$ cat src/rtl/mem_seq_pkg.sv
// Shared types and helpers for the byte-serial memory access sequencer.
package mem_seq_pkg;

  typedef enum logic [1:0] {
    IDLE  = 2'd0,
    ISSUE = 2'd1,
    LAST  = 2'd2,
    ACK   = 2'd3
  } state_t;

  localparam logic [1:0] SZ_BYTE = 2'b00;
  localparam logic [1:0] SZ_HALF = 2'b01;
  localparam logic [1:0] SZ_WORD = 2'b10;

  function automatic logic [2:0] byte_count(input logic is_fetch, input logic [1:0] size);
    logic [2:0] n;
    if (is_fetch) n = 3'd4;
    else begin
      case (size)
        SZ_BYTE: n = 3'd1;
        SZ_HALF: n = 3'd2;
        default: n = 3'd4;
      endcase
    end
    return n;
  endfunction

endpackage

$ cat src/rtl/mem_access_sequencer_load_extender.sv
// Right-justifies an N-byte big-endian read value (assembled from bit 31 down)
// and sign- or zero-extends it to 32 bits.
module load_extender
  import mem_seq_pkg::*;
(
  input  logic [31:0] raw,
  input  logic [1:0]  size,
  input  logic        is_signed,
  output logic [31:0] ext
);

  always_comb begin
    ext = raw;
    case (size)
      SZ_BYTE: ext = {{24{is_signed & raw[31]}}, raw[31:24]};
      SZ_HALF: ext = {{16{is_signed & raw[31]}}, raw[31:16]};
      default: ext = raw;
    endcase
  end

endmodule

$ cat src/rtl/mem_access_sequencer.sv
// Serialises instruction fetches and load/store accesses onto one byte-wide memory.
// Build option: define ALIGN_CHECK_EN to fault misaligned requests instead of serving them.
//
// state | meaning
// IDLE  | sample requests, data has priority over fetch
// ISSUE | one memory byte access per cycle, cnt = 0..N-1
// LAST  | capture the final read byte (reads only)
// ACK   | one-cycle completion pulse
module mem_access_sequencer
  import mem_seq_pkg::*;
#(
  parameter int ADDR_W = 9
) (
  input  logic              Clk,
  input  logic              reset,
  input  logic              if_req,
  input  logic [31:0]       if_addr,
  output logic              if_ack,
  output logic [31:0]       if_instr,
  output logic              pc_write,
  input  logic              d_req,
  input  logic              d_we,
  input  logic [1:0]        d_size,
  input  logic              d_signed,
  input  logic [31:0]       d_addr,
  input  logic [31:0]       d_wdata,
  output logic              d_ack,
  output logic [31:0]       d_rdata,
  output logic              addr_fault,
  output logic              busy,
  output logic              mem_en,
  output logic              mem_we,
  output logic [ADDR_W-1:0] mem_addr,
  output logic [7:0]        mem_wdata,
  input  logic [7:0]        mem_rdata
);

  state_t            state, state_nx;
  logic              is_fetch_q, we_q, signed_q, fault_q;
  logic [1:0]        size_q, cnt;
  logic [2:0]        n_q;
  logic [ADDR_W-1:0] addr_q;
  logic [31:0]       wdata_q, ext_c;
  logic [3:0][7:0]   rbuf, asm_c, wshift;
  logic              accept, misalign_c, last_issue, issue_act;
  logic [1:0]        sel_size, sel_lo;
  logic              unused_addr_hi;

  assign unused_addr_hi = ^{d_addr[31:ADDR_W], if_addr[31:ADDR_W]};

  assign accept     = (state == IDLE) && (d_req || if_req);
  assign sel_size   = d_req ? d_size : SZ_WORD;
  assign sel_lo     = d_req ? d_addr[1:0] : if_addr[1:0];
  assign last_issue = ({1'b0, cnt} == (n_q - 3'd1));

`ifdef ALIGN_CHECK_EN
  always_comb begin
    misalign_c = 1'b0;
    case (sel_size)
      SZ_BYTE: misalign_c = 1'b0;
      SZ_HALF: misalign_c = sel_lo[0];
      default: misalign_c = |sel_lo;
    endcase
  end
`else
  assign misalign_c = 1'b0;
`endif

  always_ff @(posedge Clk) begin
    if (reset) state <= IDLE;
    else       state <= state_nx;
  end

  always_comb begin
    state_nx = state;
    case (state)
      IDLE:    if (d_req || if_req) state_nx = misalign_c ? ACK : ISSUE;
      ISSUE:   if (last_issue) state_nx = we_q ? ACK : LAST;
      LAST:    state_nx = ACK;
      ACK:     state_nx = IDLE;
      default: state_nx = IDLE;
    endcase
  end

  // Byte k of the access lands in rbuf[3-k]; each byte arrives one cycle after its issue.
  always_comb begin
    asm_c = rbuf;
    if (state == ISSUE && cnt != 2'd0 && !we_q)
      asm_c[2'd3 - (cnt - 2'd1)] = mem_rdata;
    else if (state == LAST)
      asm_c[2'd3 - cnt] = mem_rdata;
  end

  load_extender u_ext (
    .raw      (asm_c),
    .size     (size_q),
    .is_signed(signed_q),
    .ext      (ext_c)
  );

  always_ff @(posedge Clk) begin
    if (reset) begin
      is_fetch_q <= 1'b0;
      we_q       <= 1'b0;
      signed_q   <= 1'b0;
      fault_q    <= 1'b0;
      size_q     <= SZ_BYTE;
      n_q        <= 3'd0;
      cnt        <= 2'd0;
      addr_q     <= '0;
      wdata_q    <= '0;
      rbuf       <= '0;
      if_instr   <= '0;
      d_rdata    <= '0;
    end else begin
      case (state)
        IDLE: if (accept) begin
          is_fetch_q <= !d_req;
          we_q       <= d_req & d_we;
          signed_q   <= d_req & d_signed;
          size_q     <= sel_size;
          n_q        <= byte_count(!d_req, d_size);
          addr_q     <= d_req ? d_addr[ADDR_W-1:0] : if_addr[ADDR_W-1:0];
          wdata_q    <= d_wdata;
          fault_q    <= misalign_c;
          cnt        <= 2'd0;
          rbuf       <= '0;
          if (misalign_c) begin
            if (!d_req)     if_instr <= '0;
            else if (!d_we) d_rdata  <= '0;
          end
        end
        ISSUE: begin
          rbuf <= asm_c;
          if (!last_issue) cnt <= cnt + 2'd1;
        end
        LAST: begin
          if (is_fetch_q) if_instr <= ext_c;
          else            d_rdata  <= ext_c;
        end
        default: ;
      endcase
    end
  end

  always_comb begin
    case (n_q)
      3'd1:    wshift = {wdata_q[7:0], 24'h0};
      3'd2:    wshift = {wdata_q[15:0], 16'h0};
      default: wshift = wdata_q;
    endcase
  end

  // Strobes are gated by reset so an aborted store writes nothing in the reset cycle.
  assign issue_act  = (state == ISSUE) && !reset;
  assign mem_en     = issue_act;
  assign mem_we     = issue_act & we_q;
  assign mem_addr   = issue_act ? addr_q + ADDR_W'(cnt) : '0;
  assign mem_wdata  = mem_we ? wshift[2'd3 - cnt] : 8'h00;

  assign if_ack     = (state == ACK) &  is_fetch_q;
  assign d_ack      = (state == ACK) & !is_fetch_q;
  assign pc_write   = if_ack;
  assign addr_fault = (state == ACK) & fault_q;
  assign busy       = (state != IDLE);

endmodule

$ cat config.mk
export PLATFORM = sky130hd
export DESIGN_NAME = mem_access_sequencer
export DESIGN_NICKNAME = d
export VERILOG_FILES = /design/src/rtl/mem_seq_pkg.sv /design/src/rtl/mem_access_sequencer_load_extender.sv /design/src/rtl/mem_access_sequencer.sv
export SDC_FILE = /design/constraint.sdc
export NUM_CORES = 1
export LEC_CHECK = 0
export BUFFER_PORTS_ARGS = -buffer_cell sky130_fd_sc_hd__clkbuf_2
export CORE_UTILIZATION = 45
export DETAILED_ROUTE_END_ITERATION = 8
export GPL_ROUTABILITY_DRIVEN = 1
export GPL_TIMING_DRIVEN = 0
export PLACE_DENSITY = 0.83
export SLEW_MARGIN = 20
export SYNTH_ARGS = -nofsm -noshare
export SYNTH_HDL_FRONTEND = slang
export SYNTH_SLANG_ARGS = --single-unit
$ cat constraint.sdc
create_clock -name Clk -period 3.2 [get_ports Clk]
set_input_delay 0.64 -clock Clk [delete_from_list [all_inputs] [get_ports Clk]]
set_output_delay 0.64 -clock Clk [all_outputs]
set_load 0.02 [all_outputs]
==> impl_metrics.toml <==
[layout]
nNetsFinal = 1081
area_growth_pct = 24.1
drive_above_1_share_pct = 27.0
final_cell_mix = "clkbuf_2, dfxtp_1, nor2_1"
num_antenna_cells = 0
fin_util_pct = 58.0
layout_commonest_cell = "clkbuf_2"

[drt]
wl_per_cell_um = 18.0
dr.pass1.iters = 8
viasPerCell = 5.79
vias = 6666
first_iter_violations = 744
drc = 14
antenna_left = 0
totalWireLength_um = 20700

[logic_synthesis]
synth_area_leader_cell = "dfxtp_1"
postSynthAreaPerCell_um2 = 8.73
synth-seq-area-share_pct = 43.4
synthCells = 787
synth_edf_count = 0
ys_types = 55
ys_ff_latch = 149
synth_fp_nets = 914
ys.flop_type = "dfxtp_1"
ys_warn_count = 0
async_flop_share_pct = 0
synth_area_mm2 = 0.00687
ys_top_cells_by_area = "dfxtp_1, nor2_1, a211oi_1, mux2_2, a22oi_1"
synth_top_area_share_pct = 43.4

[sta]
period_share_pct = 94.6
slew_headroom_pct = 51.7
rsz0062_at_grt = "false"
drv_slew = 0
hold_violations = 0
clock-skew-final_ns = 0.00956
fmax_mhz = 330
min_period_ns = 3.03
worst_slack_ns = 0.173
setup_viol = 0
worstMarginPinSlew_ns = 0.724

[grt]
antenna_found_initial = 0
grt-ovfl-total = 0
grt_max_degree = 20
grt_pass1_vias = 6400
grt_pass1_wl_um = 32800
gr-usage-all-layers_pct = 26.8

[cts]
cts_tree = "done"
clkTransAtPathRegs_ns = 0.06
htree_levels = 4
postCtsHoldBufs = 0
root_buffer = "clkbuf_16"
cts_buffers = 17
clk_latency_ns = 0.43
numClockSinks = 149
clock_path_buffers = 2

[placed_design]
io_buffer_count = 150
place_congestion = 0.951
dpl.hpwl_um = 14900
place_ws_ns = -0.837

[floorplanning]
initial_core_util_pct = 46.7
coreArea_mm2 = 0.0147
die-area_mm2 = 0.0158
die_y_um = 126
rows = 44
ios = 200
die_w_um = 126

[power_and_ir_drop]
clkPwrFrac_pct = 28.1
p_int_mw = 4.32
comb_power_share_pct = 36.5
pwr-share-seq_pct = 35.3
power.total_mw = 7.20
cellPowerDensity_mw_per_mm2 = 845
ir_drop_uv = 480
switching_power_mw = 2.88
switching_share_pct = 40.0
cellLeakagePower_nw = 3.38

[worst_setup_path]
cp_data_arrival_time_ns = 2.39
crit_required_ns = 2.56
startpoint_type = "flip-flop"
critPathSlowestCell = "fa_2"
worstPathMaxFanout = 13
cpPeakStageDelay_ns = 0.45
crit_chain = "clkinv_4 > fa_2 > nor2b_4 > nand2_1 > or3_1 > a21oi_1 > clkbuf_2"
cp-end-kind = "output pin"
path_class = "reg -> out"

[flow_run]
drv_cap = 0

[worst_hold_path]
hp-class = "in -> reg"

[status]
status = "complete, but fails checks"
violations = "design-rule violations"
per-stage QoR:
step | area, µm² | cells | hold slack (ns) | setup TNS (ns)
floorplan | 6870 | 787 | 0.434 | 0
global placement | 7850 | 1121 | 0.444 | -49.84
detailed placement | 7850 | 1121 | 0.451 | -53.73
CTS | 8510 | 1153 | 0.428 | 0
global route | 8520 | 1151 | 0.437 | 0
finish | 8520 | 1151 | 0.428 | 0
power by group through the flow:
| stage | Sequential [mW] | Clock [mW] | Combinational, mW |
|---|---|---|---|
| finish | 2.54 | 2.03 | 2.63 |
| global route | 2.58 | 2.13 | 2.87 |
| CTS | 2.53 | 2.03 | 2.59 |
| global placement | 2.54 | 0 | 2.49 |
| floorplan | 2.69 | 0 | 1.60 |
| detailed placement | 2.56 | 0 | 2.55 |
critical path: cells and delay by family, from the launching register on:
family          cells  cell delay (ns)
buf+inv             2             0.35
simple gates        3             0.53
flops               1             0.43
fa+ha+maj           1             0.45
compound gates      1             0.18
timing repair:
action	CTS	global route
endpoints found under the setup margin	101	11
setup buffers	1	0
resized for setup	13	5
final timing paths:
kind                                 start                   endpoint  slack, ns  depth (start not counted)
hold / removal                 d_wdata[30]   wdata_q[30]$_SDFFE_PP0P_       0.43                          3
hold reg to reg   wdata_q[28]$_SDFFE_PP0P_   wdata_q[28]$_SDFFE_PP0P_       0.46                          2
setup reg to reg       cnt[0]$_SDFFE_PP0P_  if_instr[10]$_SDFFE_PP0P_       0.18                          8
setup / recovery       cnt[1]$_SDFFE_PP0P_                mem_addr[8]       0.17                          7
state kept, by name, indices dropped and copies added (netlist names):
name	count
state	2
we_q	1
rbuf	32
wdata_q	32
cnt	2
n_q	3
signed_q	1
if_instr	32
size_q	2
d_rdata	32
addr_q	9
is_fetch_q	1
kinds of logic (layout without fill, tap and decap cells):
kind of cell	count (synthesis)	count (layout)	synth area share, %
other cells	1	1	0.0546
compound gates	227	227	23.5
buf+inv	76	256	4.65
fa+ha+maj	15	15	2.84
simple gates	260	260	15.9
mux	53	53	8.82
xor+xnor	6	6	0.765
flops	149	149	43.4
synth_stat cells (2+ instances only):
library cell,number
a21o_1,5
a32oi_1,2
mux2_4,3
clkbuf_1,47
o2bb2ai_1,8
a31oi_1,3
nand4_1,2
inv_1,12
nor3b_1,2
a21oi_1,63
a211oi_1,57
a22oi_1,45
a311oi_1,16
buf_1,2
nand2_1,90
nor3_1,7
nand3_1,3
nor2_1,130
ha_1,14
o211ai_1,2
or3_1,3
mux2_2,32
a22oi_2,11
dfxtp_1,149
buf_4,2
xor2_1,5
and2_1,8
nand2b_1,2
buf_2,9
buf_6,2
nor2b_1,6
mux2i_2,2
o21ai_0,7
mux2i_1,15
per-layer routing:
metal | up-vias | GRT usage [%] | part of all wire (%)
met2 | 310 | 41.8 | 46
met1 | 3164 | 34.8 | 42
li1 | 3137 | - | -
met3 | 55 | 7.45 | 8.5
met5 | - | 0 | 0
met4 | 0 | 11.0 | 2.9
area by class of cell:
class / count / area, µm²
fill: 1264 / 6180
multi-input combinational: 562 / 3610
sequential: 149 / 2990
timing repair buffer: 151 / 771
clock buffer: 20 / 457
buffer: 59 / 260
tap: 184 / 230
clock inverter: 12 / 144
inverter: 14 / 57.6
Note: power is estimated with default switching activity, not from simulation.
